### src/rtl/spi_transaction_fsm.sv
// SPI-memory transaction sequencer: counts SCLK edge pulses to capture the
// address/RW byte, then loads the shift register for a read or collects a
// data byte for a write. Outputs are a Moore decode of the state register.
//
// Ports:
//   clk, reset          system clock, synchronous active-high reset
//   chipSelect          conditioned CS, active-low
//   sclkPosEdge         one-clk pulse per SCLK rising edge
//   sclkNegEdge         one-clk pulse per SCLK falling edge
//   rwBit               shift register bit 0 (1=read, 0=write)
//   addrWriteEnable     latch address byte
//   srParallelLoad      shift register parallel load
//   dmWriteEnable       data memory write strobe
//   misoBufferEnable    MISO tri-state enable
//   busy                high in every state except IDLE
module spi_transaction_fsm #(
  parameter int WIDTH = 8,
  parameter int CNTW  = 4
) (
  input  logic clk,
  input  logic reset,
  input  logic chipSelect,
  input  logic sclkPosEdge,
  input  logic sclkNegEdge,
  input  logic rwBit,
  output logic addrWriteEnable,
  output logic srParallelLoad,
  output logic dmWriteEnable,
  output logic misoBufferEnable,
  output logic busy
);

  typedef enum logic [2:0] {
    S_IDLE,
    S_GET_ADDR,
    S_GOT_ADDR,
    S_READ_LOAD,
    S_READ_SEND,
    S_WRITE_GET,
    S_WRITE_STORE,
    S_DONE
  } state_t;

  localparam logic [CNTW-1:0] LAST = CNTW'(WIDTH - 1);

  state_t          r_state;
  state_t          w_next;
  logic [CNTW-1:0] r_count;
  logic [CNTW-1:0] w_count;

  always_ff @(posedge clk) begin
    if (reset) begin
      r_state <= S_IDLE;
      r_count <= '0;
    end else begin
      r_state <= w_next;
      r_count <= w_count;
    end
  end

  always_comb begin
    w_next  = r_state;
    w_count = r_count;
    // CS high outranks every pulse and every one-cycle state
    if (r_state != S_IDLE && chipSelect) begin
      w_next  = S_IDLE;
      w_count = '0;
    end else begin
      case (r_state)
        S_IDLE: begin
          if (!chipSelect) begin
            w_next  = S_GET_ADDR;
            w_count = '0;
          end
        end
        S_GET_ADDR: begin
          if (sclkPosEdge) begin
            w_count = r_count + CNTW'(1);
            if (r_count == LAST) w_next = S_GOT_ADDR;
          end
        end
        S_GOT_ADDR: begin
          w_count = '0;
          w_next  = rwBit ? S_READ_LOAD : S_WRITE_GET;
        end
        S_READ_LOAD: begin
          w_next = S_READ_SEND;
        end
        S_READ_SEND: begin
          if (sclkNegEdge) begin
            w_count = r_count + CNTW'(1);
            if (r_count == LAST) w_next = S_DONE;
          end
        end
        S_WRITE_GET: begin
          if (sclkPosEdge) begin
            w_count = r_count + CNTW'(1);
            if (r_count == LAST) w_next = S_WRITE_STORE;
          end
        end
        S_WRITE_STORE: begin
          w_next = S_DONE;
        end
        S_DONE: begin
          w_next = S_DONE;
        end
        default: begin
          w_next  = S_IDLE;
          w_count = '0;
        end
      endcase
    end
  end

  assign addrWriteEnable  = (r_state == S_GOT_ADDR);
  assign srParallelLoad   = (r_state == S_READ_LOAD);
  assign dmWriteEnable    = (r_state == S_WRITE_STORE);
  assign misoBufferEnable = (r_state == S_READ_SEND);
  assign busy             = (r_state != S_IDLE);

endmodule

### config.mk
export PLATFORM = sky130hd
export DESIGN_NAME = spi_transaction_fsm
export DESIGN_NICKNAME = d
export VERILOG_FILES = /design/src/rtl/spi_transaction_fsm.sv
export SDC_FILE = /design/constraint.sdc
export NUM_CORES = 1
export LEC_CHECK = 0
export CORE_AREA = 2 2 39 41
export CTS_BUF_LIST = sky130_fd_sc_hd__clkbuf_16
export DETAILED_ROUTE_END_ITERATION = 8
export DIE_AREA = 0 0 41 43
export DONT_BUFFER_PORTS = 1
export MAX_ROUTING_LAYER = met4
export PLACE_DENSITY = 0.45
export SETUP_SLACK_MARGIN = 0.02
export SLEW_MARGIN = 20
export SYNTH_ARGS = -nofsm -noshare
export SYNTH_HDL_FRONTEND = slang
export SYNTH_SLANG_ARGS = --single-unit
### constraint.sdc
create_clock -name clk -period 1.9 [get_ports clk]
set_input_delay 0.285 -clock clk [delete_from_list [all_inputs] [get_ports clk]]
set_output_delay 0.285 -clock clk [all_outputs]
set_load 0.05 [all_outputs]
==> results of run 1 <==
logic make-up after synthesis:
kind of cell / after synthesis / share of synthesized area
AO/OA/AOI/OAI: 15 / 0.2432
adder cells (fa/ha/maj): 1 / 0.02702
buffers and inverters: 5 / 0.05135
flip-flops: 7 / 0.3027
multiplexers: 3 / 0.06487
AND/OR/NAND/NOR: 22 / 0.3108
cell type report:
cell class	instances	area, µm²	area share
Clock buffer	3	75.07	0.1296
Clock inverter	1	3.754	0.006479
Inverter	2	7.507	0.01296
Multi-Input combinational cell	41	310.3	0.5356
Sequential cell	7	140.1	0.2419
Tap cell	16	20.02	0.03456
Timing Repair Buffer	3	22.52	0.03888
flip-flops by register name, indices dropped and copies added (netlist names):
register  count
r_state       3
r_count       4
metrics by stage:
step                cells  utilization  instance area [µm²]
floorplan              53            -                473.0
global placement       69       0.3608                499.2
detailed placement     69       0.3608                499.2
CTS                    73       0.4177                578.1
global route           73       0.4186                579.3
finish                 73       0.4186                579.3
what timing repair did:
item                                    in CTS  in global routing
endpoints found under the setup margin       0                  1
hold buffers                                 0                  0
hold endpoints to repair                     0                  0
resized for setup                            0                  1
how the worst max path moves through the flow:
stage                from               to  slack (ns)  cells past startpoint
6_report       r_state[2]  addrWriteEnable        0.20                      2
5_1_grt        r_state[2]  addrWriteEnable        0.08                      2
4_1_cts        r_state[2]  addrWriteEnable        0.06                      2
3_5_place_dp   r_state[2]  addrWriteEnable        0.31                      2
3_3_place_gp   r_state[2]  addrWriteEnable        0.33                      2
2_1_floorplan  r_state[1]   srParallelLoad        0.21                      3
power by group:
part / switching [µW] / total [µW] / internal, µW
Sequential: 17.8 / 175 / 157
Combinational: 86.5 / 140 / 53.5
Clock: 82.2 / 356 / 274
Total: 186 / 671 / 485
critical path, cell delays in order (launching register included):
cell and delay, ns:
dfxtp_1 0.39, nor2_1 0.40, and2_2 0.39
layer usage:
metal  vias to the layer above  GRT usage  share of wire
met2                        25     0.1625           0.43
met1                       194     0.2273           0.44
li1                        206          -              -
met4                         0     0.1200          0.021
met3                         4    0.04712           0.11
met5                         -          -              0
placed cells by master, fill, tap and decap left out, types with 3 or more instances in the layout:
cell and count:
a311oi_1 3, mux2i_1 3, nor2_1 5, inv_1 3, clkbuf_16 3, dfxtp_1 7, buf_4 3
==> results.py, run 1 <==
metrics = {
    "run_status": {
        "outcome": "complete, no violations",
    },
    "synthesis": {
        "yosysSeqAreaShare": 0.3027,
        "yosysMostFrequentCell": "dfxtp_1",
        "ys.flop_type": "dfxtp_1",
        "synthArstFlopShare": 0,
        "synth_edf_count": 0,
        "avgSynthCellArea_um2": 8.735,
        "yosysTopAreaCellShare": 0.3027,
        "synth_cell_types": 29,
        "synth_area_leader_cell": "dfxtp_1",
        "synth_cells": 53,
        "synthTopCellsByCount": "7 x dfxtp_1, 5 x nor2_1, 3 x a311oi_1, 3 x mux2i_1, 3 x nor3b_1",
        "yosys_warnings": 0,
        "netlist_area_um2": 462.9,
        "synth_seq_cells": 7,
        "syn_nets": 60,
        "synth_area_leaders": "dfxtp_1 30%, mux2i_1 6.5%, a311oi_1 5.7%",
    },
    "worst_setup_path": {
        "r2r-start": "r_state[2]",
        "worstPathRequired_ns": 1.62,
        "r2r-end": "r_count[2]",
        "worstPathMaxFanout": 11,
        "cp.arrival_ns": 1.42,
        "critical_path_class": "register to output pin",
        "r2r_slack_ns": 0.35,
        "rr_worst_depth": 3,
        "cp-end-kind": "output pin",
        "cp-start-kind": "register",
    },
    "clock_network": {
        "cts_max_level": 1,
        "cts_tree": "yes",
        "clkSinkCount": 7,
        "clockRootBuffer": "clkbuf_16",
        "cts_setup_buffers": 0,
        "cts.clk_slew.worst_paths_ns": 0.04,
        "clkLatencyLatePin_ns": 0.23,
        "clockBufferDepth": 2,
        "numCtsBuffers": 3,
    },
    "placed_design": {
        "hpwl_um": 739.8,
        "post-place-ws_ns": 0.3097,
        "place.gp.congestion": 0.7255,
        "io_buffers": 0,
    },
    "routing": {
        "wirelength_um": 1020,
        "drtAntennaViolNets": 0,
        "firstDrtPassIters": 4,
        "drt_iter0_drc": 13,
        "num_vias": 429,
        "via_per_inst": 5.877,
        "wl_per_cell_um": 13.97,
        "drc": 0,
    },
    "sta": {
        "slew_violations": 0,
        "timing.final.crit_share": 0.8956,
        "rsz0062_at_grt": "no",
        "setup_tns_ns": 0,
        "fin_skew_ns": 0.001525,
        "max_slew_margin": 0.6714,
        "holdWs_ns": 0.2449,
        "fin_crit_ns": 1.702,
        "setup_viol": 0,
        "tightest_slew_ns": 0.4946,
        "fin_ws_ns": 0.1983,
        "hold_viol": 0,
        "max_freq_ghz": 0.5876,
    },
    "final_layout": {
        "num-fill-cells": 142,
        "final_layout_size_suffix_gt1_frac": 0.1930,
        "diodes": 0,
        "area_growth_pct": 25.14,
        "final_nets": 65,
    },
    "floorplanning": {
        "die_area_mm2": 0.001763,
        "ioPinCount": 11,
        "fp-row-count": 14,
        "start_util": 0.3345,
        "fp.dieW_um": 41,
        "core_mm2": 0.001384,
        "die_h_um": 43,
    },
    "power_and_ir_drop": {
        "p_per_area_mw_per_mm2": 1159,
        "p_leak_uw": 0.0002574,
        "total_power_uw": 671.2,
        "vdd_drop_max_uv": 422.8,
    },
    "min_path": {
        "whs_endpoint": "r_state[1]",
        "min_path_cells": 2,
        "hp-start": "rwBit",
        "hold_class": "input port to register",
    },
    "global_routing": {
        "grt_use_total": 0.1538,
        "gr-total-overflow": 0,
        "grt_pass1_wl_um": 1711,
        "first_global_vias": 403,
        "grt_max_degree": 15,
        "antenna_found_initial": 0,
    },
    "job": {
        "max-cap-violations": 0,
    },
}
Power figures use the tool's default switching activity.
==> inputs of run 2 (changes only) <==
--- a/config.mk
+++ b/config.mk
@@ -11,7 +11,7 @@
 export DIE_AREA = 0 0 41 43
 export DONT_BUFFER_PORTS = 1
 export MAX_ROUTING_LAYER = met4
-export PLACE_DENSITY = 0.45
+export PLACE_DENSITY = 0.6
 export SETUP_SLACK_MARGIN = 0.02
 export SLEW_MARGIN = 20
 export SYNTH_ARGS = -nofsm -noshare
==> constraint.sdc (replaced) <==
create_clock -name clk -period 1.4 [get_ports clk]
set_input_delay 0.21 -clock clk [delete_from_list [all_inputs] [get_ports clk]]
set_output_delay 0.21 -clock clk [all_outputs]
set_load 0.05 [all_outputs]
==> run 2 against run 1 <==
Die area did not move. Largest cell class unchanged. Sequential power rose by 37%. Non-clock buffer count rose by 6. Cell area rose by 27%. Clock skew fell by 0.00093 ns. Sequential cell count did not move.
==> results.py, run 2 (synthesized netlist as in run 1, its figures left out) <==
metrics = {
    "placed_design": {
        "hpwl_um": 816.5,
        "io_buffers": 0,
        "place.gp.congestion": 0.7344,
        "dp_cells": 75,
    },
    "sta": {
        "rsz0062_at_grt": "yes",
        "fin_crit_ns": 1.398,
        "max_freq_ghz": 0.7153,
        "slew_violations": 0,
        "fin_skew_ns": 0.0005930,
        "max_slew_margin": 0.8137,
        "setup_viol": 0,
        "setup_tns_ns": 0,
        "hold_viol": 0,
        "tightest_slew_ns": 0.2777,
        "timing.final.crit_share": 0.9986,
    },
    "worst_setup_path": {
        "worstPathMaxFanout": 8,
        "rr_worst_depth": 4,
        "r2r-start": "r_state[1]",
        "cp-start-kind": "register",
        "crit_path_start": "r_state[1]",
        "cp.arrival_ns": 1.54,
        "critical_path_class": "register to register",
        "cp-end-kind": "register",
        "worstPathRequired_ns": 1.54,
    },
    "routing": {
        "wirelength_um": 1108,
        "num_vias": 442,
        "wl_per_cell_um": 14.03,
        "drt_iter0_drc": 11,
        "drtAntennaViolNets": 0,
        "firstDrtPassIters": 3,
        "via_per_inst": 5.595,
        "drc": 0,
    },
    "clock_network": {
        "cts_max_level": 1,
        "clkLatencyLatePin_ns": 0.23,
        "cts_tree": "yes",
        "cts.clk_slew.worst_paths_ns": 0.04,
        "clockRootBuffer": "clkbuf_16",
        "clockBufferDepth": 2,
        "clkSinkCount": 7,
        "numCtsBuffers": 3,
    },
    "floorplanning": {
        "start_util": 0.3345,
        "fp-row-count": 14,
        "ioPinCount": 11,
        "fp.dieW_um": 41,
        "die_h_um": 43,
        "core_mm2": 0.001384,
        "die_area_mm2": 0.001763,
    },
    "global_routing": {
        "grt_max_degree": 9,
        "grt_use_total": 0.1655,
        "grt_pass1_wl_um": 1911,
        "gr-total-overflow": 0,
        "antenna_found_initial": 0,
        "first_global_vias": 445,
    },
    "job": {
        "max-cap-violations": 0,
    },
    "final_layout": {
        "largest_reg_flops": 4,
        "instances_no_fill": 79,
        "top_register": "r_count",
        "num-fill-cells": 127,
        "final_cell_mix": "4 x nor2_1, 4 x dfxtp_1",
        "reg_top3": "r_count (4), r_state (3)",
        "diodes": 0,
        "final_nets": 71,
        "final_core_util": 0.5326,
        "final_layout_size_suffix_gt1_frac": 0.4127,
        "area_growth_pct": 59.19,
    },
    "power_and_ir_drop": {
        "switchingPower_uw": 289.7,
        "power.clock.fraction": 0.486,
        "combPwrFrac": 0.276,
        "p_seq_frac": 0.238,
        "p_per_area_mw_per_mm2": 1363,
        "p_leak_uw": 0.0003068,
        "swShare": 0.2885,
        "vdd_drop_max_uv": 1075,
        "intPower_uw": 714.5,
    },
    "min_path": {
        "hold_class": "input port to register",
        "min_path_cells": 2,
        "hp-start": "reset",
    },
    "run_status": {
        "outcome": "complete, no violations",
    },
}
-- run 2: cell types whose count changed in the layout (fill, tap and decap cells not counted), sizes merged --
cell,before,now
buf,3,9
-- run 2: stage by stage --
step / setup WS, ns / instance area (µm²) / hold slack, ns / power [µW]
after floorplan: -0.07251 / 490.5 / 0.3890 / 409.8
after global placement: 0.02993 / 595.6 / 0.4243 / 471.1
after detailed placement: 0.008422 / 595.6 / 0.4329 / 470.5
after CTS: 0.01540 / 704.4 / 0.2007 / 981.0
after global routing: -0.06151 / 737.0 / 0.2032 / 1046
final: 0.001973 / 737.0 / 0.1857 / 1004
-- run 2: power by group through the flow --
stage	combinational [µW]	sequential (µW)	clock [µW]
floorplan	177	233	0
global placement	237	234	0
detailed placement	234	236	0
CTS	253	239	489
global route	302	243	501
finish	277	239	488
-- run 2: worst max-delay path, stage by stage, from the launching register on --
cell	delay (ns)
dfxtp_4	0.37
and4bb_1	0.24
or2_4	0.25
a21o_1	0.18
a311oi_1	0.25
-- run 2: routing by layer --
metal  track usage  wire (µm)  up-vias
met5             -          0        -
met4       0.08000         24        0
met3       0.03141         40        2
met2        0.2594        562        8
met1        0.1928        481      213
li1              -          -      219
-- run 2: area by class of cell --
type | instances | area, µm² | area share
Multi-Input combinational cell | 41 | 359.1 | 0.4873
Tap cell | 16 | 20.02 | 0.02716
Inverter | 2 | 7.507 | 0.01019
Clock inverter | 1 | 3.754 | 0.005093
Sequential cell | 7 | 151.4 | 0.2054
Clock buffer | 3 | 75.07 | 0.1019
Timing Repair Buffer | 9 | 120.1 | 0.1630
-- run 2: timing repair --
action / 4_1_cts / 5_1_grt
setup endpoints to repair: 7 / 7
pin swaps: 0 / 1
gates resized for setup: 10 / 8
endpoints found under the hold margin: 0 / 0
hold buffers: 0 / 0
setup buffers: 0 / 0
-- run 2: worst paths after layout --
check | to | slack (ns)
max | r_count[2] | 0.002
min | r_state[0] | 0.19
max reg2reg | r_count[2] | 0.002
min reg2reg | r_count[3] | 0.51
==> inputs of run 3 (changes only) <==
--- a/config.mk
+++ b/config.mk
@@ -5,13 +5,15 @@
 export SDC_FILE = /design/constraint.sdc
 export NUM_CORES = 1
 export LEC_CHECK = 0
+export CELL_PAD_IN_SITES_DETAIL_PLACEMENT = 0
+export CELL_PAD_IN_SITES_GLOBAL_PLACEMENT = 1
 export CORE_AREA = 2 2 39 41
 export CTS_BUF_LIST = sky130_fd_sc_hd__clkbuf_16
 export DETAILED_ROUTE_END_ITERATION = 8
 export DIE_AREA = 0 0 41 43
 export DONT_BUFFER_PORTS = 1
 export MAX_ROUTING_LAYER = met4
-export PLACE_DENSITY = 0.6
+export PLACE_DENSITY = 0.74
 export SETUP_SLACK_MARGIN = 0.02
 export SLEW_MARGIN = 20
 export SYNTH_ARGS = -nofsm -noshare
==> run 3 against run 2 <==
Clock skew is essentially flat. Cell count grew 2.5%. Utilization shrank 0.72 points. Sequential share of layout area shrank 0.061 points. Routed wire length shrank 4.0%. Setup slack gained 0.013 ns. Sequential cell count is the same. Non-clock buffer count grew 2. Count of clock-buffer cells in the layout is the same. Maximum frequency grew 0.94%. Critical path depth is the same. Critical endpoint is now r_count[3]. Largest power group unchanged.
==> results.py, run 3 (synthesized netlist as in run 1, its figures left out) <==
metrics = {
    "run_status": {
        "outcome": "complete, no violations",
    },
    "final_layout": {
        "reg_top3": "r_count (4), r_state (3)",
        "final_layout_size_suffix_gt1_frac": 0.3846,
        "diodes": 0,
        "final_cell_mix": "6 x buf_4, 4 x nor2_1, 4 x buf_12, 4 x dfxtp_1",
        "largest_reg_flops": 4,
        "final_common_cell": "buf_4",
        "area_growth_pct": 57.03,
        "final_area_um2": 726.9,
        "top_register": "r_count",
        "final_nets": 73,
    },
    "worst_setup_path": {
        "cp-end-kind": "register",
        "cp_slowest_cell": "dfxtp_4",
        "cp.arrival_ns": 1.52,
        "r2r-start": "r_state[1]",
        "worstPathMaxFanout": 6,
        "max_stage_delay_ns": 0.35,
        "r2r-end": "r_count[3]",
        "cp-start-kind": "register",
        "r2r_slack_ns": 0.01,
        "path_cells": "and4bb_1 -> or2_4 -> a21o_1 -> a311oi_1",
        "critical_path_class": "register to register",
        "rr_worst_depth": 4,
        "worstPathRequired_ns": 1.53,
    },
    "routing": {
        "wl_per_cell_um": 13.14,
        "wirelength_um": 1064,
        "via_per_inst": 5.506,
        "drt_iter0_drc": 5,
        "firstDrtPassIters": 4,
        "num_vias": 446,
        "drtAntennaViolNets": 0,
        "drc": 0,
    },
    "sta": {
        "fin_skew_ns": 0.0002041,
        "tightest_slew_ns": 0.2874,
        "fin_crit_ns": 1.385,
        "fin_ws_ns": 0.01497,
        "rsz0062_at_grt": "yes",
        "max_slew_margin": 0.8067,
        "timing.final.crit_share": 0.9893,
        "hold_viol": 0,
        "slew_violations": 0,
        "setup_viol": 0,
        "max_freq_ghz": 0.7220,
        "setup_tns_ns": 0,
    },
    "global_routing": {
        "antenna_found_initial": 0,
        "first_global_vias": 428,
        "gr-total-overflow": 0,
        "grt_pass1_wl_um": 1849,
        "grt_use_total": 0.1631,
        "grt_max_degree": 13,
    },
    "clock_network": {
        "clockRootBuffer": "clkbuf_16",
        "numCtsBuffers": 3,
        "clkLatencyLatePin_ns": 0.23,
        "cts_setup_buffers": 0,
        "cts.clk_slew.worst_paths_ns": 0.04,
        "clkSinkCount": 7,
        "clockBufferDepth": 2,
        "cts_max_level": 1,
        "cts_tree": "yes",
    },
    "min_path": {
        "whs_endpoint": "r_state[1]",
        "hold_class": "input port to register",
        "min_path_cells": 2,
        "hp-start": "rwBit",
    },
    "power_and_ir_drop": {
        "power.clock.fraction": 0.488,
        "p_leak_uw": 0.0003092,
        "intPower_uw": 714.1,
        "p_per_area_mw_per_mm2": 1362,
        "vdd_drop_max_uv": 825.9,
        "p_seq_frac": 0.238,
        "combPwrFrac": 0.274,
        "swShare": 0.2785,
        "switchingPower_uw": 275.7,
    },
    "placed_design": {
        "io_buffers": 0,
        "hpwl_um": 794.7,
        "place.gp.congestion": 0.8194,
        "placed_cell_area_um2": 623.1,
        "post-place-ws_ns": 0.01304,
    },
    "floorplanning": {
        "ioPinCount": 11,
        "core_mm2": 0.001384,
        "fp-row-count": 14,
        "fp.dieW_um": 41,
        "die_h_um": 43,
        "start_util": 0.3345,
        "die_area_mm2": 0.001763,
    },
    "job": {
        "max-cap-violations": 0,
    },
}
==> run 3: changes by cell type in the layout (fill, tap and decap cells not counted), sizes merged <==
cell and change:
buf +2
==> run 3: cell type report <==
| class | instances | area, µm² |
|---|---|---|
| Clock inverter | 1 | 3.754 |
| Multi-Input combinational cell | 41 | 335.3 |
| Timing Repair Buffer | 11 | 136.4 |
| Tap cell | 16 | 20.02 |
| Clock buffer | 3 | 75.07 |
| Fill cell | 127 | 656.9 |
| Inverter | 2 | 7.507 |
| Sequential cell | 7 | 148.9 |
==> run 3: power groups by stage <==
stage,combinational [µW],clock [µW],sequential (µW)
finish,271,483,235
detailed placement,257,0,234
CTS,260,486,234
floorplan,177,0,233
global placement,258,0,234
global route,293,498,239
==> run 3: how the worst max path moves through the flow <==
stage | start | to | slack [ns] | cells past startpoint
2_1_floorplan | r_state[1] | srParallelLoad | -0.07 | 3
3_3_place_gp | r_state[0] | r_count[3] | 0.08 | 4
3_5_place_dp | r_state[0] | r_count[3] | 0.01 | 4
4_1_cts | r_state[1] | srParallelLoad | 0.02 | 3
5_1_grt | r_state[1] | r_count[3] | -0.03 | 4
6_report | r_state[1] | r_count[3] | 0.01 | 4
==> run 3: timing repair <==
action,in CTS,in global routing
hold buffers,0,0
endpoints found under the setup margin,5,8
pin swaps,0,1
resized for setup,3,6
cloned,0,0
==> run 3: worst max-delay path: cells and delay by family (launching register included) <==
| kind | cells | cell delay, ns |
|---|---|---|
| compound gates | 2 | 0.46 |
| simple gates | 2 | 0.46 |
| flops | 1 | 0.35 |
==> run 3: through the flow <==
stage | power (µW) | cells | utilization | hold slack (ns)
2_1_floorplan | 409.8 | 53 | - | 0.3890
3_3_place_gp | 491.6 | 77 | 0.4503 | 0.4136
3_5_place_dp | 490.9 | 77 | 0.4503 | 0.4188
4_1_cts | 980.6 | 81 | 0.5090 | 0.1741
5_1_grt | 1030 | 81 | 0.5253 | 0.1868
6_report | 989.8 | 81 | 0.5253 | 0.1660
==> run 3: per-layer routing <==
layer  track usage  up-vias  wire length (µm)
met5             -        -                 0
met4        0.1000        0                25
met3       0.06283        2                77
met2        0.2031       13               479
met1        0.2143      206               482
li1              -      225                 -
